### src/rtl/seg_pkg.sv
// ============================================================================
// seg_pkg : shared types and constants for the seven-segment display block
// Revision: 1.0
// ============================================================================
`default_nettype none

package seg_pkg;

  localparam logic [7:0] SEG_BLANK = 8'hFF;
  localparam int         NDIG      = 8;

  typedef struct packed {
    logic [3:0] data;
    logic       dp;
    logic       written;
  } digit_t;

  // Active-low {a,b,c,d,e,f,g,dp} with dp off; entry 15 first
  localparam logic [15:0][7:0] HEX_TABLE = {
    8'h71, 8'h61, 8'h85, 8'h63, 8'hC1, 8'h11, 8'h09, 8'h01,
    8'h1F, 8'h41, 8'h49, 8'h99, 8'h0D, 8'h25, 8'h9F, 8'h03
  };

endpackage

`default_nettype wire

### src/rtl/seg_hex_dec.sv
// ============================================================================
// seg_hex_dec : hex nibble plus decimal point to active-low segment pattern
// Revision: 1.0
// ============================================================================
`default_nettype none

module seg_hex_dec
  import seg_pkg::*;
(
  input  logic [3:0] data,
  input  logic       dp,
  output logic [7:0] pattern
);

  logic [7:0] table_entry;

  assign table_entry = HEX_TABLE[data];
  assign pattern     = {table_entry[7:1], ~dp};

endmodule

`default_nettype wire

### src/rtl/seg_disp_ctrl.sv
// ============================================================================
// seg_disp_ctrl : two-requester round-robin digit store with blank/blink masks
// Revision: 1.0
// ============================================================================
`default_nettype none

module seg_disp_ctrl
  import seg_pkg::*;
#(
  parameter int BLINK_DIV = 25000000
) (
  input  logic       clk,
  input  logic       rst,
  input  logic       clr_all,
  input  logic       req0_valid,
  output logic       req0_ready,
  input  logic [2:0] req0_idx,
  input  logic [3:0] req0_data,
  input  logic       req0_dp,
  input  logic       req1_valid,
  output logic       req1_ready,
  input  logic [2:0] req1_idx,
  input  logic [3:0] req1_data,
  input  logic       req1_dp,
  input  logic [7:0] blank_mask,
  input  logic [7:0] blink_mask,
  output logic [7:0] seg0,
  output logic [7:0] seg1,
  output logic [7:0] seg2,
  output logic [7:0] seg3,
  output logic [7:0] seg4,
  output logic [7:0] seg5,
  output logic [7:0] seg6,
  output logic [7:0] seg7
);

  localparam int CNT_W = $clog2(BLINK_DIV);

  digit_t           digits    [NDIG];
  logic [7:0]       hex_pat   [NDIG];
  logic [7:0]       seg_q     [NDIG];
  logic [CNT_W-1:0] blink_cnt;
  logic             blink_phase;
  logic             rr_ptr;

  logic       grant0;
  logic       grant1;
  logic [2:0] wr_idx;
  logic [3:0] wr_data;
  logic       wr_dp;

  // rr_ptr = 0 favours requester 0 when both are valid
  assign grant0 = !rst && !clr_all && req0_valid && (!req1_valid || !rr_ptr);
  assign grant1 = !rst && !clr_all && req1_valid && (!req0_valid ||  rr_ptr);

  assign req0_ready = grant0;
  assign req1_ready = grant1;

  always_comb begin
    wr_idx  = req0_idx;
    wr_data = req0_data;
    wr_dp   = req0_dp;
    if (grant1) begin
      wr_idx  = req1_idx;
      wr_data = req1_data;
      wr_dp   = req1_dp;
    end
  end

  always_ff @(posedge clk) begin
    if (rst) begin
      rr_ptr <= 1'b0;
    end else if (grant0 || grant1) begin
      rr_ptr <= grant0;
    end
  end

  always_ff @(posedge clk) begin
    if (rst) begin
      blink_cnt   <= '0;
      blink_phase <= 1'b0;
    end else if (blink_cnt == CNT_W'(BLINK_DIV - 1)) begin
      blink_cnt   <= '0;
      blink_phase <= ~blink_phase;
    end else begin
      blink_cnt   <= blink_cnt + 1'b1;
    end
  end

  // clr_all forces both grants low, so it never coincides with a write
  always_ff @(posedge clk) begin
    if (rst) begin
      for (int i = 0; i < NDIG; i++) begin
        digits[i] <= '0;
      end
    end else if (clr_all) begin
      for (int i = 0; i < NDIG; i++) begin
        digits[i].written <= 1'b0;
      end
    end else if (grant0 || grant1) begin
      digits[wr_idx] <= '{data: wr_data, dp: wr_dp, written: 1'b1};
    end
  end

  for (genvar gi = 0; gi < NDIG; gi++) begin : g_dig
    seg_hex_dec u_dec (
      .data    (digits[gi].data),
      .dp      (digits[gi].dp),
      .pattern (hex_pat[gi])
    );
  end

  always_ff @(posedge clk) begin
    for (int i = 0; i < NDIG; i++) begin
      if (rst) begin
        seg_q[i] <= SEG_BLANK;
      end else if (!digits[i].written || blank_mask[i]) begin
        seg_q[i] <= SEG_BLANK;
      end else if (blink_mask[i] && blink_phase) begin
        seg_q[i] <= SEG_BLANK;
      end else begin
        seg_q[i] <= hex_pat[i];
      end
    end
  end

  assign seg0 = seg_q[0];
  assign seg1 = seg_q[1];
  assign seg2 = seg_q[2];
  assign seg3 = seg_q[3];
  assign seg4 = seg_q[4];
  assign seg5 = seg_q[5];
  assign seg6 = seg_q[6];
  assign seg7 = seg_q[7];

endmodule

`default_nettype wire

### config.mk
export PLATFORM = sky130hd
export DESIGN_NAME = seg_disp_ctrl
export DESIGN_NICKNAME = d
export VERILOG_FILES = /design/src/rtl/seg_pkg.sv /design/src/rtl/seg_hex_dec.sv /design/src/rtl/seg_disp_ctrl.sv
export SDC_FILE = /design/constraint.sdc
export NUM_CORES = 1
export LEC_CHECK = 0
export CAP_MARGIN = 15
export CORE_ASPECT_RATIO = 0.7
export CORE_MARGIN = 5
export CORE_UTILIZATION = 50
export CTS_CLUSTER_DIAMETER = 50
export DETAILED_ROUTE_END_ITERATION = 16
export DONT_BUFFER_PORTS = 1
export GPL_ROUTABILITY_DRIVEN = 0
export GPL_TIMING_DRIVEN = 0
export PLACE_DENSITY = 0.62
export SYNTH_ARGS = -nofsm -noshare
export SYNTH_HDL_FRONTEND = slang
export SYNTH_SLANG_ARGS = --single-unit
### constraint.sdc
create_clock -name clk -period 2.6 [get_ports clk]
set_input_delay 0.39 -clock clk [delete_from_list [all_inputs] [get_ports clk]]
set_output_delay 0.39 -clock clk [all_outputs]
set_load 0.03 [all_outputs]
# Word level (Yosys, flattened, before mapping)
# Memories as Yosys holds them, arrays and structs flattened.
# Cells that the tools add are included.
[op_classes]
add_sub_neg = 1
n_lt_le_gt_ge = 8
eq_ne = 1
bitwise_logic = 41
n_reduce_logical = 39
muxes = 143
[ops]
columns = ["op", "count"]
rows = [
  ["8-bit two-way mux", 32],
  ["1-bit two-way mux", 106],
  ["4-bit by 5-bit < comparator with 1-bit output (second input constant)", 8],
  ["1-bit OR", 32],
  ["25-bit by 1-bit adder with 25-bit output (second input constant)", 1],
  ["25-bit == test (second input constant)", 1],
  ["1-bit logical AND", 13],
  ["1-bit zero test", 13],
  ["1-bit logical OR", 11],
  ["1-bit inverter", 9],
  ["3-bit two-way mux", 2],
  ["6-bit two-way mux", 1],
  ["6-bit OR reduction", 1],
  ["4-bit two-way mux", 1],
  ["2-bit two-way mux", 1],
  ["2-bit OR reduction", 1],
]
[totals]
romBits = 1024
mem_bits_rw = 112
out_inout_bits = 66
input_bits = 37
ff_bits = 27
n_memories = 10
word_cells = 246
[memory_table]
columns = ["memory", "depth", "width", "rd", "rd_clocked_by_memory_dff", "write_ports", "line", "rtl"]
rows = [
  ["(name not given)", 16, 8, 1, 0, 0, "seg_hex_dec.sv:17", "assign table_entry = HEX_TABLE[data];"],
  ["(name not given)", 16, 8, 1, 0, 0, "seg_hex_dec.sv:17", ""],
  ["(name not given)", 16, 8, 1, 0, 0, "seg_hex_dec.sv:17", ""],
  ["(name not given)", 16, 8, 1, 0, 0, "seg_hex_dec.sv:17", ""],
  ["(name not given)", 16, 8, 1, 0, 0, "seg_hex_dec.sv:17", ""],
  ["(name not given)", 16, 8, 1, 0, 0, "seg_hex_dec.sv:17", ""],
  ["4 more memories", "n/a", "n/a", "n/a", "n/a", "n/a", "n/a", ""],
]

# Depth between registers and ports, before layout
[logic_depth]
ltp_word = 11
ltp_mapped = 6
depth_no_buf = 6

# Modules after synthesis
# A second synthesis with hierarchy kept.
[hier_totals]
hier_cells = 718
hier_area_um2 = 7780.0
[by_module_without_submodules]
columns = ["mod", "cells_each", "instances", "seq_area_each_um2", "area_each_um2"]
rows = [
  ["seg_disp_ctrl", 448, 1, 3823.7, 5587.9],
  ["seg_hex_dec at g_dig[2].u_dec ...", 34, 6, 0.0, 272.8],
  ["seg_hex_dec at g_dig[0].u_dec ...", 33, 2, 0.0, 277.8],
]

# Least setup slack after synthesis
# OpenSTA, ideal clock, no wires.
[synth_path]
kind = "input port to flip-flop"
from = "in rst"
to = "mem seg_q[0][1], data pin"
setup_ns = 0.254
required_time_ns = 2.346
n_path_buf = 1
stages = 4
t_arrival_ns = 1.697
slack_ns = 0.649
path_cell_list = "buf_1 -> a2111oi_1 -> o21ai_0 -> a21o_1"
[synth_lines]
columns = ["item", "line", "rtl"]
rows = [
  ["from (decl)", "seg_disp_ctrl.sv:13", "input logic rst,"],
  ["to (decl)", "seg_disp_ctrl.sv:41", "logic [7:0] seg_q [NDIG];"],
]

==> reports/qor.csv <==
stage;metric;value;unit
run_status;status;finished, final reports clean;
yosys;register area share after synthesis;0.527;
final_layout;fill count;1190;
sta;Min Clock Period, post-route;2.34;ns
clocking;TritonCTS clock tree;built;
critical_path;critical-path cell list;nand2b_1 > nand3_1 > mux2i_1 > nor2_1;
hold_path;Hold Crit Class;input pin to flip-flop;
floorplanning;Row Count;36;
clocking;Post-CTS Resized;0;
yosys;Cells after Synth;679;
place;number of port buffers;0;
pwr;VDD IR max;0.442;mV
place;DP Wirelength;11800;um
route;ANT nets after route;0;
yosys;Mapped Area;7260;um2
floorplanning;Die Area;17100;um2
grt;GR Overflow Total;0;
final_layout;layout cells sized above 1;0.0717;
clocking;Setup Buffers After CTS;0;
pwr;Leak;2.88;nW
clocking;Root Driver;clkbuf_16;
final_layout;fin nets;854;
sta;Max Freq;0.427;GHz
yosys;Post-synth EDFFs;104;
grt;GR Util met1;0.250;
sta;Tcrit/Tclk final;0.901;
critical_path;delay-heaviest family, CP;multiplexers;
route;routed len/inst;16.5;um
clocking;deepest clock path buffer count;2;
grt;first-pass GRT wire length;26400;um
grt;met2 Track Usage GR;0.294;
sta;actual slew at the worst max-slew pin;1.15;ns
sta;unrepaired setup endpoints after global routing;false;
critical_path;slowest CP cell;mux2i_1;
clocking;Reg clk slew, reported paths;0.06;ns
route;drt pass-1 iters;5;
clocking;Num CTS Buffers;17;
critical_path;worst stage delay on the critical path;0.99;ns
clocking;clock latency on the worst-skew pair;0.42;ns
final_layout;Finished Layout Cells;971;
route;vias per cell;5.46;
sta;Slew Limit Fails;0;
final_layout;register area;3820;um2
route;Via Count;5305;
yosys;Synth Register Bits;139;
clocking;CTS Hold Bufs;0;
clocking;Sink Count;139;
route;DR DRC count;0;
final_layout;area of the multi-input gates;3400;um2
yosys;Unique masters post-synth;51;
grt;total track usage;0.192;
grt;GR peak layer;met2;
critical_path;CP endpoint kind;flip-flop;
critical_path;Worst Path Required;2.72;ns
final_layout;Layout Utilization;0.601;
route;Iter 0 DRT Violations;374;
floorplanning;die width;154;um
yosys;Mean Syn Cell Area;10.7;um2
grt;vias in the first global route;5230;
critical_path;CP Launch Type;flip-flop;
place;cell count after placement;936;
yosys;synth warn;0;
sta;Layout Skew;0.00736;ns
grt;GR Util met3;0.0734;
sta;Slew HR;0.212;
place;dpl ws;0.0589;ns
flow_run;Max Cap Viol;0;
critical_path;crit path kind;flip-flop to flip-flop;
yosys;Post-synth ARST share;0;
pwr;pwr/cell area;647;nW/um2
floorplanning;Initial Util;0.517;
floorplanning;# IOs;103;
yosys;ys flop type;edfxtp_1;
clocking;H-Tree Depth;4;
grt;initial antenna violation count;0;
sta;# setup viols final;0;
final_layout;Inserted Diodes;0;
critical_path;worst path bufs/invs;0;
floorplanning;Die Height;111;um
route;WL final;16000;um
critical_path;critical path peak fanout;8;
sta;Hold Fails Final Rpt;0;
critical_path;WP data arrival;2.46;ns
grt;largest net degree at the start of global routing;17;
floorplanning;core area;14100;um2
final_layout;Area Overhead vs Synth;16.3;%
sta;final worst slack;0.256;ns
[cell families (layout without fill, tap and decap cells)]
kind of cell    after synthesis  count (layout)  synth area share
flops                       139             139             0.527
simple gates                241             241             0.165
fa+ha+maj                    49              49            0.0845
compound gates              150             150             0.146
mux                          16              16            0.0252
other cells                   1              64          0.000517
buf+inv                      71             110            0.0376
xor+xnor                     12              12            0.0145
[worst paths after layout]
path / startpoint / endpoint / slack [ns] / cells after the start
max: rr_ptr / digits[7][4] / 0.26 / 4
min: rst / seg_q[0][27] / 0.18 / 2
max reg2reg: rr_ptr / digits[7][4] / 0.26 / 4
min reg2reg: blink_cnt[0] / blink_cnt[0] / 0.46 / 1
[per-stage QoR]
stage | TNS, ns | hold slack [ns] | area (um2) | total power [mW]
final | 0 | 0.175 | 8450 | 5.47
after global routing | 0 | 0.176 | 8450 | 5.67
after CTS | 0 | 0.181 | 8430 | 5.52
after detailed placement | 0 | 0.457 | 7780 | 2.83
after global placement | -1.13 | 0.439 | 7730 | 2.81
after floorplan | 0 | 0.426 | 7500 | 2.74
[metal layers]
layer,vias to the layer above,wire (um)
li1,2623,-
met1,2499,7370
met2,158,7210
met3,25,1080
met4,0,329
met5,-,0
[cell type report]
| class | count | share of cell area |
|---|---|---|
| buffer | 24 | 0.0114 |
| clock buffer | 18 | 0.0508 |
| clock inverter | 14 | 0.0267 |
| inverter | 47 | 0.0209 |
| multi-input combinational | 532 | 0.403 |
| sequential | 139 | 0.453 |
| tap | 190 | 0.0281 |
| timing repair buffer | 7 | 0.00622 |
[registers in the layout, indices dropped and copies added, names as in the netlist]
name,flops
blink_cnt,25
blink_phase,1
digits,48
rr_ptr,1
seg_q,64
[power by group]
part           total [mW]  internal [mW]  switching [mW]  leakage, nW
Clock                2.68           1.78           0.893        0.311
Sequential           2.47           2.42          0.0469         1.13
Combinational       0.318          0.101           0.216         1.44
Total                5.47           4.31            1.16         2.88
[cells in the mapped netlist (2+ instances only)]
| cell type | instances | area, um2 |
|---|---|---|
| a311oi_1 | 4 | 35.0 |
| mux2i_1 | 7 | 70.1 |
| dfxtp_1 | 35 | 701 |
| xnor2_1 | 11 | 96.3 |
| nor4_1 | 5 | 31.3 |
| nand3b_1 | 9 | 67.6 |
| a2111oi_1 | 8 | 80.1 |
| o31ai_1 | 7 | 52.6 |
| or4_1 | 5 | 37.5 |
| o311ai_0 | 27 | 236 |
| nand2b_1 | 20 | 125 |
| nand3_1 | 17 | 85.1 |
| inv_1 | 46 | 173 |
| o21ai_0 | 38 | 190 |
| a21o_1 | 5 | 37.5 |
| a21oi_1 | 16 | 80.1 |
| edfxtp_1 | 104 | 3120 |
| o211ai_1 | 31 | 233 |
| nor2_1 | 76 | 285 |
| buf_2 | 2 | 10.0 |
| a21boi_0 | 6 | 45.0 |
| nor3_1 | 5 | 25.0 |
| o32ai_1 | 2 | 17.5 |
| and4_1 | 5 | 43.8 |
| nor2b_1 | 18 | 113 |
| nand2_1 | 57 | 214 |
| and3_1 | 4 | 25.0 |
| mux2_2 | 8 | 90.1 |
| nand4_1 | 5 | 31.3 |
| and2_1 | 3 | 18.8 |
| or3_1 | 5 | 31.3 |
| ha_1 | 49 | 613 |
| clkbuf_1 | 20 | 75.1 |
| a21bo_2 | 2 | 20.0 |
[layout by cell type, fill, tap and decap left out, drive strengths merged, types with 6 or more instances in the layout]
| cell type | n |
|---|---|
| edfxtp | 104 |
| nor2 | 76 |
| conb | 64 |
| nand2 | 57 |
| ha | 49 |
| inv | 46 |
| clkbuf | 41 |
| o21ai | 39 |
| dfxtp | 35 |
| o211ai | 31 |
| o311ai | 27 |
| nand2b | 20 |
| nor2b | 18 |
| nand3 | 17 |
| a21oi | 16 |
| xnor2 | 11 |
| nand3b | 9 |
| mux2 | 8 |
| a2111oi | 8 |
| o31ai | 7 |
| mux2i | 7 |
| a21boi | 6 |
| bufinv | 6 |
| or4 | 6 |
| nand4 | 6 |
| clkinv | 6 |
No activity file was read; power rests on OpenSTA's default activity.
